### config.mk
export PLATFORM = sky130hd
export DESIGN_NAME = avst_frame_switch
export DESIGN_NICKNAME = d
export VERILOG_FILES = /design/src/rtl/avst_frame_switch.sv
export SDC_FILE = /design/constraint.sdc
export NUM_CORES = 1
export LEC_CHECK = 0
export BUFFER_PORTS_ARGS = -buffer_cell sky130_fd_sc_hd__buf_2
export CAP_MARGIN = 10
export CORE_UTILIZATION = 55
export DETAILED_ROUTE_END_ITERATION = 10
export GPL_ROUTABILITY_DRIVEN = 0
export GPL_TIMING_DRIVEN = 0
export PLACE_DENSITY = 0.93
export SLEW_MARGIN = 20
export SYNTH_ARGS = -nofsm -noshare
export SYNTH_HDL_FRONTEND = slang
export SYNTH_SLANG_ARGS = --single-unit
export TNS_END_PERCENT = 1
### constraint.sdc
create_clock -name clk -period 5.7 [get_ports clk]
set_input_delay 1.14 -clock clk [delete_from_list [all_inputs] [get_ports clk]]
set_output_delay 1.14 -clock clk [all_outputs]
set_load 0.02 [all_outputs]
### src/rtl/avst_frame_switch.sv
// avst_frame_switch: shares one 24-bit Avalon-ST video output between two sinks, switching only on frame boundaries.
// Define WDOG_EN to enable the HOLD-state inter-packet watchdog (WDOG_CYCLES); otherwise wdog_flag is tied low.
module avst_frame_switch #(
   parameter bit          DROP_UNSELECTED = 1'b1,
   parameter int unsigned WDOG_CYCLES     = 4096
) (
   input  logic        clk,
   input  logic        reset,
   input  logic        sel,
   input  logic [23:0] din0_data,
   input  logic        din0_valid,
   input  logic        din0_startofpacket,
   input  logic        din0_endofpacket,
   output logic        din0_ready,
   input  logic [23:0] din1_data,
   input  logic        din1_valid,
   input  logic        din1_startofpacket,
   input  logic        din1_endofpacket,
   output logic        din1_ready,
   output logic [23:0] dout_data,
   output logic        dout_valid,
   output logic        dout_startofpacket,
   output logic        dout_endofpacket,
   input  logic        dout_ready,
   output logic        active_src,
   output logic [15:0] frame_width,
   output logic [15:0] frame_height,
   output logic        cfg_valid,
   output logic        frame_done,
   output logic        wdog_flag
);

   typedef enum logic [2:0] {IDLE, HOLD, CTRL, OTHER, VIDEO} state_t;

   state_t      state;
   logic [1:0]  beat_cnt;
   logic [15:0] w_asm, h_asm, w_nxt, h_nxt;
   logic        cur, cur_valid, cur_sop, cur_eop, cur_ready;
   logic [23:0] cur_data;
   logic        fwd, acc, wdog_hit;

   always_comb begin
      cur       = (state == IDLE) ? sel : active_src;
      cur_data  = cur ? din1_data          : din0_data;
      cur_valid = cur ? din1_valid         : din0_valid;
      cur_sop   = cur ? din1_startofpacket : din0_startofpacket;
      cur_eop   = cur ? din1_endofpacket   : din0_endofpacket;
      // Between packets only SOP beats pass; anything else is swallowed to resync.
      fwd       = (state == CTRL) || (state == OTHER) || (state == VIDEO) || cur_sop;
   end

   always_comb begin
      din0_ready = 1'b0;
      din1_ready = 1'b0;
      dout_valid = 1'b0;
      cur_ready  = 1'b0;
      if (!reset) begin
         cur_ready  = fwd ? dout_ready : 1'b1;
         dout_valid = fwd && cur_valid;
         if (cur) begin
            din1_ready = cur_ready;
            din0_ready = DROP_UNSELECTED;
         end else begin
            din0_ready = cur_ready;
            din1_ready = DROP_UNSELECTED;
         end
      end
   end

   assign dout_data          = cur_data;
   assign dout_startofpacket = cur_sop;
   assign dout_endofpacket   = cur_eop;
   assign acc                = cur_valid && cur_ready;

   always_comb begin
      w_nxt = w_asm;
      h_nxt = h_asm;
      case (beat_cnt)
         2'd0: begin
            w_nxt[15:12] = cur_data[3:0];
            w_nxt[11:8]  = cur_data[11:8];
            w_nxt[7:4]   = cur_data[19:16];
         end
         2'd1: begin
            w_nxt[3:0]   = cur_data[3:0];
            h_nxt[15:12] = cur_data[11:8];
            h_nxt[11:8]  = cur_data[19:16];
         end
         2'd2: begin
            h_nxt[7:4]   = cur_data[3:0];
            h_nxt[3:0]   = cur_data[11:8];
         end
         default: ;
      endcase
   end

   always_ff @(posedge clk or posedge reset) begin
      if (reset) begin
         state        <= IDLE;
         active_src   <= 1'b0;
         beat_cnt     <= '0;
         w_asm        <= '0;
         h_asm        <= '0;
         frame_width  <= '0;
         frame_height <= '0;
         cfg_valid    <= 1'b0;
         frame_done   <= 1'b0;
      end else begin
         cfg_valid  <= 1'b0;
         frame_done <= 1'b0;
         case (state)
            IDLE, HOLD: begin
               if (state == IDLE) active_src <= sel;
               if (acc && cur_sop) begin
                  beat_cnt <= '0;
                  if (cur_data[3:0] == 4'hF) begin
                     state <= cur_eop ? HOLD : CTRL;
                  end else if (cur_data[3:0] == 4'h0) begin
                     state      <= cur_eop ? IDLE : VIDEO;
                     frame_done <= cur_eop;
                  end else begin
                     state <= cur_eop ? HOLD : OTHER;
                  end
               end else if (wdog_hit) begin
                  state <= IDLE;
               end
            end
            CTRL: begin
               if (acc) begin
                  w_asm <= w_nxt;
                  h_asm <= h_nxt;
                  if (beat_cnt != 2'd3) beat_cnt <= beat_cnt + 2'd1;
                  if (cur_eop) begin
                     state <= HOLD;
                     // beat_cnt >= 2 means this EOP beat is the third payload beat or later.
                     if (beat_cnt >= 2'd2) begin
                        frame_width  <= w_nxt;
                        frame_height <= h_nxt;
                        cfg_valid    <= 1'b1;
                     end
                  end
               end
            end
            OTHER: begin
               if (acc && cur_eop) state <= HOLD;
            end
            VIDEO: begin
               if (acc && cur_eop) begin
                  state      <= IDLE;
                  frame_done <= 1'b1;
               end
            end
            default: state <= IDLE;
         endcase
      end
   end

`ifdef WDOG_EN
   localparam logic [15:0] WDOG_LAST = 16'(WDOG_CYCLES - 1);
   logic [15:0] wdog_cnt;

   assign wdog_hit = (state == HOLD) && !acc && (wdog_cnt == WDOG_LAST);

   always_ff @(posedge clk or posedge reset) begin
      if (reset) begin
         wdog_cnt  <= '0;
         wdog_flag <= 1'b0;
      end else begin
         if ((state != HOLD) || acc || wdog_hit) wdog_cnt <= '0;
         else                                    wdog_cnt <= wdog_cnt + 16'd1;
         if (wdog_hit) wdog_flag <= 1'b1;
      end
   end
`else
   assign wdog_hit  = 1'b0;
   assign wdog_flag = 1'b0;
`endif

endmodule

* Word level (Yosys, flattened, before mapping) *
Cells that the tools add are included.

operators by class
  $add $sub $neg = 1
  multipliers = 0
  divide/modulo/power cells = 0
  $lt $le $gt $ge = 1
  equal/unequal tests = 14
  shift-type cells = 0
  muxes and demuxes = 40
  bitwise gates (word level) = 0
  reductions and logical operators = 16

operator list
  kind                                                                   count
  24-bit two-way mux                                                     1
  3-bit two-way mux                                                      8
  1-bit two-way mux                                                      19
  8-bit two-way mux                                                      2
  12-bit two-way mux                                                     1
  3-bit one-hot mux with 4 select lines                                  1
  2-bit two-way mux                                                      5
  2-bit != test, second input constant                                   4
  4-bit AND reduction                                                    2
  3-bit by 2-bit equality test with 1-bit output, second input constant  2
  2-bit by 1-bit != test with 1-bit output, second input constant        3
  5-bit AND reduction                                                    1
  4-bit equality test, second input constant                             1
  1-bit logical AND                                                      4
  4-bit logical NOT                                                      1
  4-bit two-way mux                                                      1
  2-bit one-hot mux with 2 select lines                                  1
  3-bit by 1-bit equality test with 1-bit output, second input constant  1
  3-bit equality test, second input constant                             1
  3-bit logical NOT                                                      1
  1-bit logical OR                                                       3
  2-bit by 1-bit adder with 2-bit output, second input constant          1
  2-bit by 1-bit equality test with 1-bit output, second input constant  1
  2-bit equality test, second input constant                             1
  6 further kinds                                                        6

storage, ports and cells
  bits in registers = 72
  bits in latches = 0
  bits in writable memories = 0
  memory bits (read-only) = 0
  input bits = 58
  output and inout bits = 65
  word-level logic and storage cells = 81
  memories kept = 0

* Longest topological paths before layout *
  word-level depth = 10
  depth in mapped cells = 9
  depth with buffers taken out = 7

* Least setup slack after synthesis *
OpenSTA, ideal clock, no wires.

  kind = input to output
  start = input port sel
  end = output port dout_valid
  arrival time = 2485 ps
  data required time = 4560 ps
  path slack = 2075 ps
  stages = 6
  path buffers = 1
  cell sequence = nor4b_4 nor2_4 buf_6 inv_4 a21oi_4 a311oi_1

between the ends
  word-level cells in the longest chain between the ends = 5
  elaborated cells on any way between the ends = 6
  those cells by class = mux (4); reduce/logical (2)

ends and longest elaborated chain
  what                 RTL line  RTL
  start, declared      9         input logic sel,
  1-bit two-way mux *  -
  1-bit two-way mux    46        cur_sop = cur ? din1_startofpacket : din0_startofpacket;
  1-bit logical OR     49        fwd = (state == CTRL) || (state == OTHER) || (state == VIDEO) || cur_sop;
  1-bit logical AND *  59        dout_valid = fwd && cur_valid;
  1-bit two-way mux *  57        if (!reset) begin
  end, declared        21        output logic dout_valid,

Mark *: on every way between the ends. The rest lies on a longest branch, timed or not.

* Worst setup path after layout *
  start = input port sel
  end = output port dout_data[8]

between the ends
  word-level cells in the longest chain between the ends = 2

ends and longest elaborated chain
  what                RTL line  RTL
  1-bit two-way mux   -
  24-bit two-way mux  44        cur_data = cur ? din1_data : din0_data;
  end, declared       20        output logic [23:0] dout_data,

No other way between the ends.

==> results.txt <==
----------------------------------------------------
[Status]
  Outcome ... completed

[Timing]
  Worst slew margin relative to its limit ... 34.61%
  Final critical-path required period ... slightly above 4000 ps
  Setup repair after global routing missed its margin ... no
  Final worst path period share ... 70.94%
  Count of pins over their slew limit ... 0
  Worst Tran Pin Value ... 953.6 ps
  Highest attainable clock frequency ... 247.3 MHz
  Largest clock skew in the final design ... between 8 and 9 ps
  Summed negative setup slack over all endpoints ... 0 ps
  Count of endpoints failing hold in the final timing report ... 0
  Setup-violating endpoint count in the final report ... 0

[Worst setup path]
  Critical Path Sink Type ... output port
  Worst reg2reg path depth ... 9
  Endpoint of the worst register-to-register path ... frame_width[3]$_DFFE_PP0P_
  Highest fanout seen on the critical path ... 10
  R2R setup slack ... 2940 ps
  Critical Setup Path Class ... primary input to output port
  Beginning of the worst register-to-register path ... state[2]$_DFFE_PP0P_
  Required @ worst endpoint ... approximately 4600 ps
  CP Launch Type ... primary input
  CP Data Arrival Time ... 2900 ps

[Synthesis]
  Post-synth EDFFs ... 0
  Share of synthesized flip-flops with an asynchronous set or reset ... 100.0%
  Syn_nets ... 495
  Sequential area share after synthesis ... 48.02%
  Synth cell types ... between 40 and 50
  Post-synthesis instance area ... 3752 um2
  Warnings, synthesis ... 0
  Mean post-synth cell area ... 8.666 um2
  Largest area contributor in the netlist ... sky130_fd_sc_hd__dfrtp_1
  Mapped Cells ... 433
  Post-synthesis sequential element count ... 72
  Top area cells in the synthesized netlist ... sky130_fd_sc_hd__dfrtp_1 (48%), sky130_fd_sc_hd__nand2_1 (14%), sky130_fd_sc_hd__o21ai_0 (11%), sky130_fd_sc_hd__mux2i_1 (4.3%), sky130_fd_sc_hd__o21ai_1 (2.4%)
  Most used flip-flop cell after synthesis ... sky130_fd_sc_hd__dfrtp_1
  Post-synth top area share ... 48.02%

[Clocking]
  Number of buffers created by CTS ... 9
  Post-CTS clock slew at the launch and capture registers of the worst setup and hold paths ... 70 ps
  Buffer count from post-CTS setup fixing ... 0
  Number of instances resized during post-cts repair ... 0
  Clock Latency Late Sink ... 360 ps
  Cts-stage hold buffer count ... 0
  Number of levels the H-tree was split into ... 3
  TritonCTS clock tree ... built
  Maximum count of clock buffers along a single path ... 2
  Clock sink count ... 72
  Clock tree root buffer cell ... sky130_fd_sc_hd__clkbuf_8

[Placed design]
  Number of buffers inserted by port buffering ... between 100 and 150
  Inst Count DP ... 632
  Post-DP HPWL ... around 7500 um

[Power and ir drop]
  Peak supply drop ... 0.0003561 V
  NetSw ... 1.184 mW
  Leakage power ... between 2 and 2.5 nW
  Total internal power ... 1.332 mW
  Part of the total power dissipated in sequential elements ... 30.1%
  Switching portion of total power ... approximately 47%
  Power density cells ... 537.4 nW/um2
  Clk network pwr share ... about 16%
  Part of the total power dissipated in combinational logic ... a little over half

[Global routing]
  Maximum number of pins on one net before global-route repair ... 52
  Number of antenna violations at the first check in global routing ... 0
  Vias in the first global route ... 3386
  GR Overflow Total ... 0
  GR Util All Layers ... 28.08%
  Wire length of the first global-routing pass ... 15550 um

[Hold path]
  Hold Crit Start ... frame_height[2]$_DFFE_PP0P_
  Worst Hold Depth ... 2
  Worst hold endpoint ... frame_height[2]$_DFFE_PP0P_
  Kind of path behind the tightest hold check ... flop to flop

[Final layout]
  Filler-free cell count of the finished design ... about 650
  Post-layout nets ... ~630
  P&R area growth vs syn ... 24.77%
  Share of layout cells above drive strength 1 ... 29.77%
  Count of inserted antenna diode cells ... 0
  Number of fill cells in the layout ... ~500

[Floorplanning]
  Die Area ... 7157 um2
  Die span in y ... 84.60 um
  Total I/O pin count ... 123
  Core Box Area ... ~6500 um2
  Die width ... 84.60 um
  Number of placement rows ... 29
  Initial Util ... approximately 58%

[Route]
  Detailed-route wire length per cell ... 15.19 um
  Detailed-router iteration count before antenna repair ... 7
  Routed via count divided by cell count ... 5.657
  Total via count in the routed design ... 3666
  Routed wire length ... 9841 um
  Detailed router's first-iteration violation count ... 209
  Antenna Violating Nets Remaining ... 0
  Remaining DRCs ... 0

[Run]
  Max-cap check violation count ... 0

----------------------------------------------------
state kept, by name, summed over array words and instances (netlist names):
name / flops
frame_height: 16
frame_width: 16
h_asm: 16
w_asm: 16
state: 3
beat_cnt: 2
active_src: 1
cfg_valid: 1
frame_done: 1
worst max path at each step:
stage               slack (ps)            to  cells past startpoint  start
detailed placement        1630  dout_data[3]                      8    sel
global route              1520  dout_data[8]                      8    sel
finish                    1660  dout_data[8]                      8    sel
global placement          1680  dout_data[3]                      8    sel
floorplan                 2070    dout_valid                      6    sel
CTS                       1650  dout_data[3]                      8    sel
routing by layer:
metal | share of wire, % | up-vias | GRT usage [%]
li1 | - | 1711 | -
met1 | 40 | 1749 | 33.79
met2 | 51 | 178 | 48.78
met3 | 6.0 | 28 | 5.015
met4 | 3.0 | 0 | 13.71
met5 | 0 | - | 0
power groups by stage:
stage | clock network [mW] | logic (mW) | registers [mW]
global route | 0.434 | 1.46 | 0.775
floorplan | 0 | 0.845 | 0.835
finish | 0.410 | 1.35 | 0.757
CTS | 0.410 | 1.35 | 0.755
global placement | 0 | 1.29 | 0.755
detailed placement | 0 | 1.34 | 0.764
cell usage after synthesis, drive strengths merged (2+ instances only):
master,count
nand2,137
o21ai,98
dfrtp,72
inv,23
buf,19
mux2i,16
clkbuf,8
nor3,8
a21oi,7
nand3,5
ha,4
nor2,3
a31oi,2
mux2,2
nand2b,2
nor2b,2
nor4b,2
o211ai,2
o31a,2
o31ai,2
or4,2
critical path, stage by stage:
cell,delay (ps)
sky130_fd_sc_hd__buf_2,110
sky130_fd_sc_hd__nor4b_4,140
sky130_fd_sc_hd__nor2_4,170
sky130_fd_sc_hd__buf_6,190
sky130_fd_sc_hd__buf_4,220
sky130_fd_sc_hd__mux2i_1,670
sky130_fd_sc_hd__inv_1,80
sky130_fd_sc_hd__buf_2,180
cell usage in the layout (no fill, tap or decap), types with 3 or more instances in the layout:
master / instances
sky130_fd_sc_hd__nand2_1: 137
sky130_fd_sc_hd__buf_2: 127
sky130_fd_sc_hd__o21ai_0: 80
sky130_fd_sc_hd__dfrtp_1: 72
sky130_fd_sc_hd__inv_1: 21
sky130_fd_sc_hd__o21ai_1: 18
sky130_fd_sc_hd__mux2i_1: 16
sky130_fd_sc_hd__clkbuf_8: 10
sky130_fd_sc_hd__clkbuf_1: 9
sky130_fd_sc_hd__nor3_1: 8
sky130_fd_sc_hd__buf_6: 7
sky130_fd_sc_hd__a21oi_1: 5
sky130_fd_sc_hd__nand3_1: 5
sky130_fd_sc_hd__ha_1: 4
sky130_fd_sc_hd__buf_4: 3
sky130_fd_sc_hd__buf_1: 3
stage by stage:
| stage | area [um2] | hold WS [ps] | worst slack [ps] | utilization (%) | total power [mW] |
|---|---|---|---|---|---|
| CTS | 4682 | 481.6 | 1645 | 72.49 | 2.511 |
| global route | 4682 | 505.4 | 1521 | 72.49 | 2.668 |
| global placement | 4454 | 455.5 | 1678 | 68.97 | 2.041 |
| floorplan | 3752 | 444.6 | 2075 | - | 1.679 |
| finish | 4682 | 480.9 | 1656 | 72.49 | 2.516 |
| detailed placement | 4484 | 466.2 | 1635 | 69.43 | 2.102 |
layout make-up:
| class | count | area [um2] | share of cell area, % |
|---|---|---|---|
| Inverter | 23 | 91.34 | 1.951 |
| Timing Repair Buffer | 122 | 633.1 | 13.52 |
| Tap cell | 77 | 96.34 | 2.058 |
| Multi-Input combinational cell | 311 | 1689 | 36.08 |
| Clock buffer | 11 | 141.4 | 3.020 |
| Clock inverter | 5 | 56.30 | 1.203 |
| Buffer | 27 | 172.7 | 3.688 |
| Sequential cell | 72 | 1802 | 38.48 |
cells by family (layout without fill, tap and decap cells):
| logic type | count (synthesis) | count (layout) | synth area share (%) |
|---|---|---|---|
| DFF | 72 | 72 | 48.02 |
| muxes | 18 | 18 | 4.868 |
| AOI/OAI and AO/OA | 121 | 121 | 19.41 |
| other | 1 | 1 | 0.09994 |
| adders and majority gates | 4 | 4 | 1.334 |
| and+or+nand+nor | 167 | 167 | 19.31 |
| buffers and inverters | 50 | 188 | 6.969 |
Power figures use the tool's default switching activity.
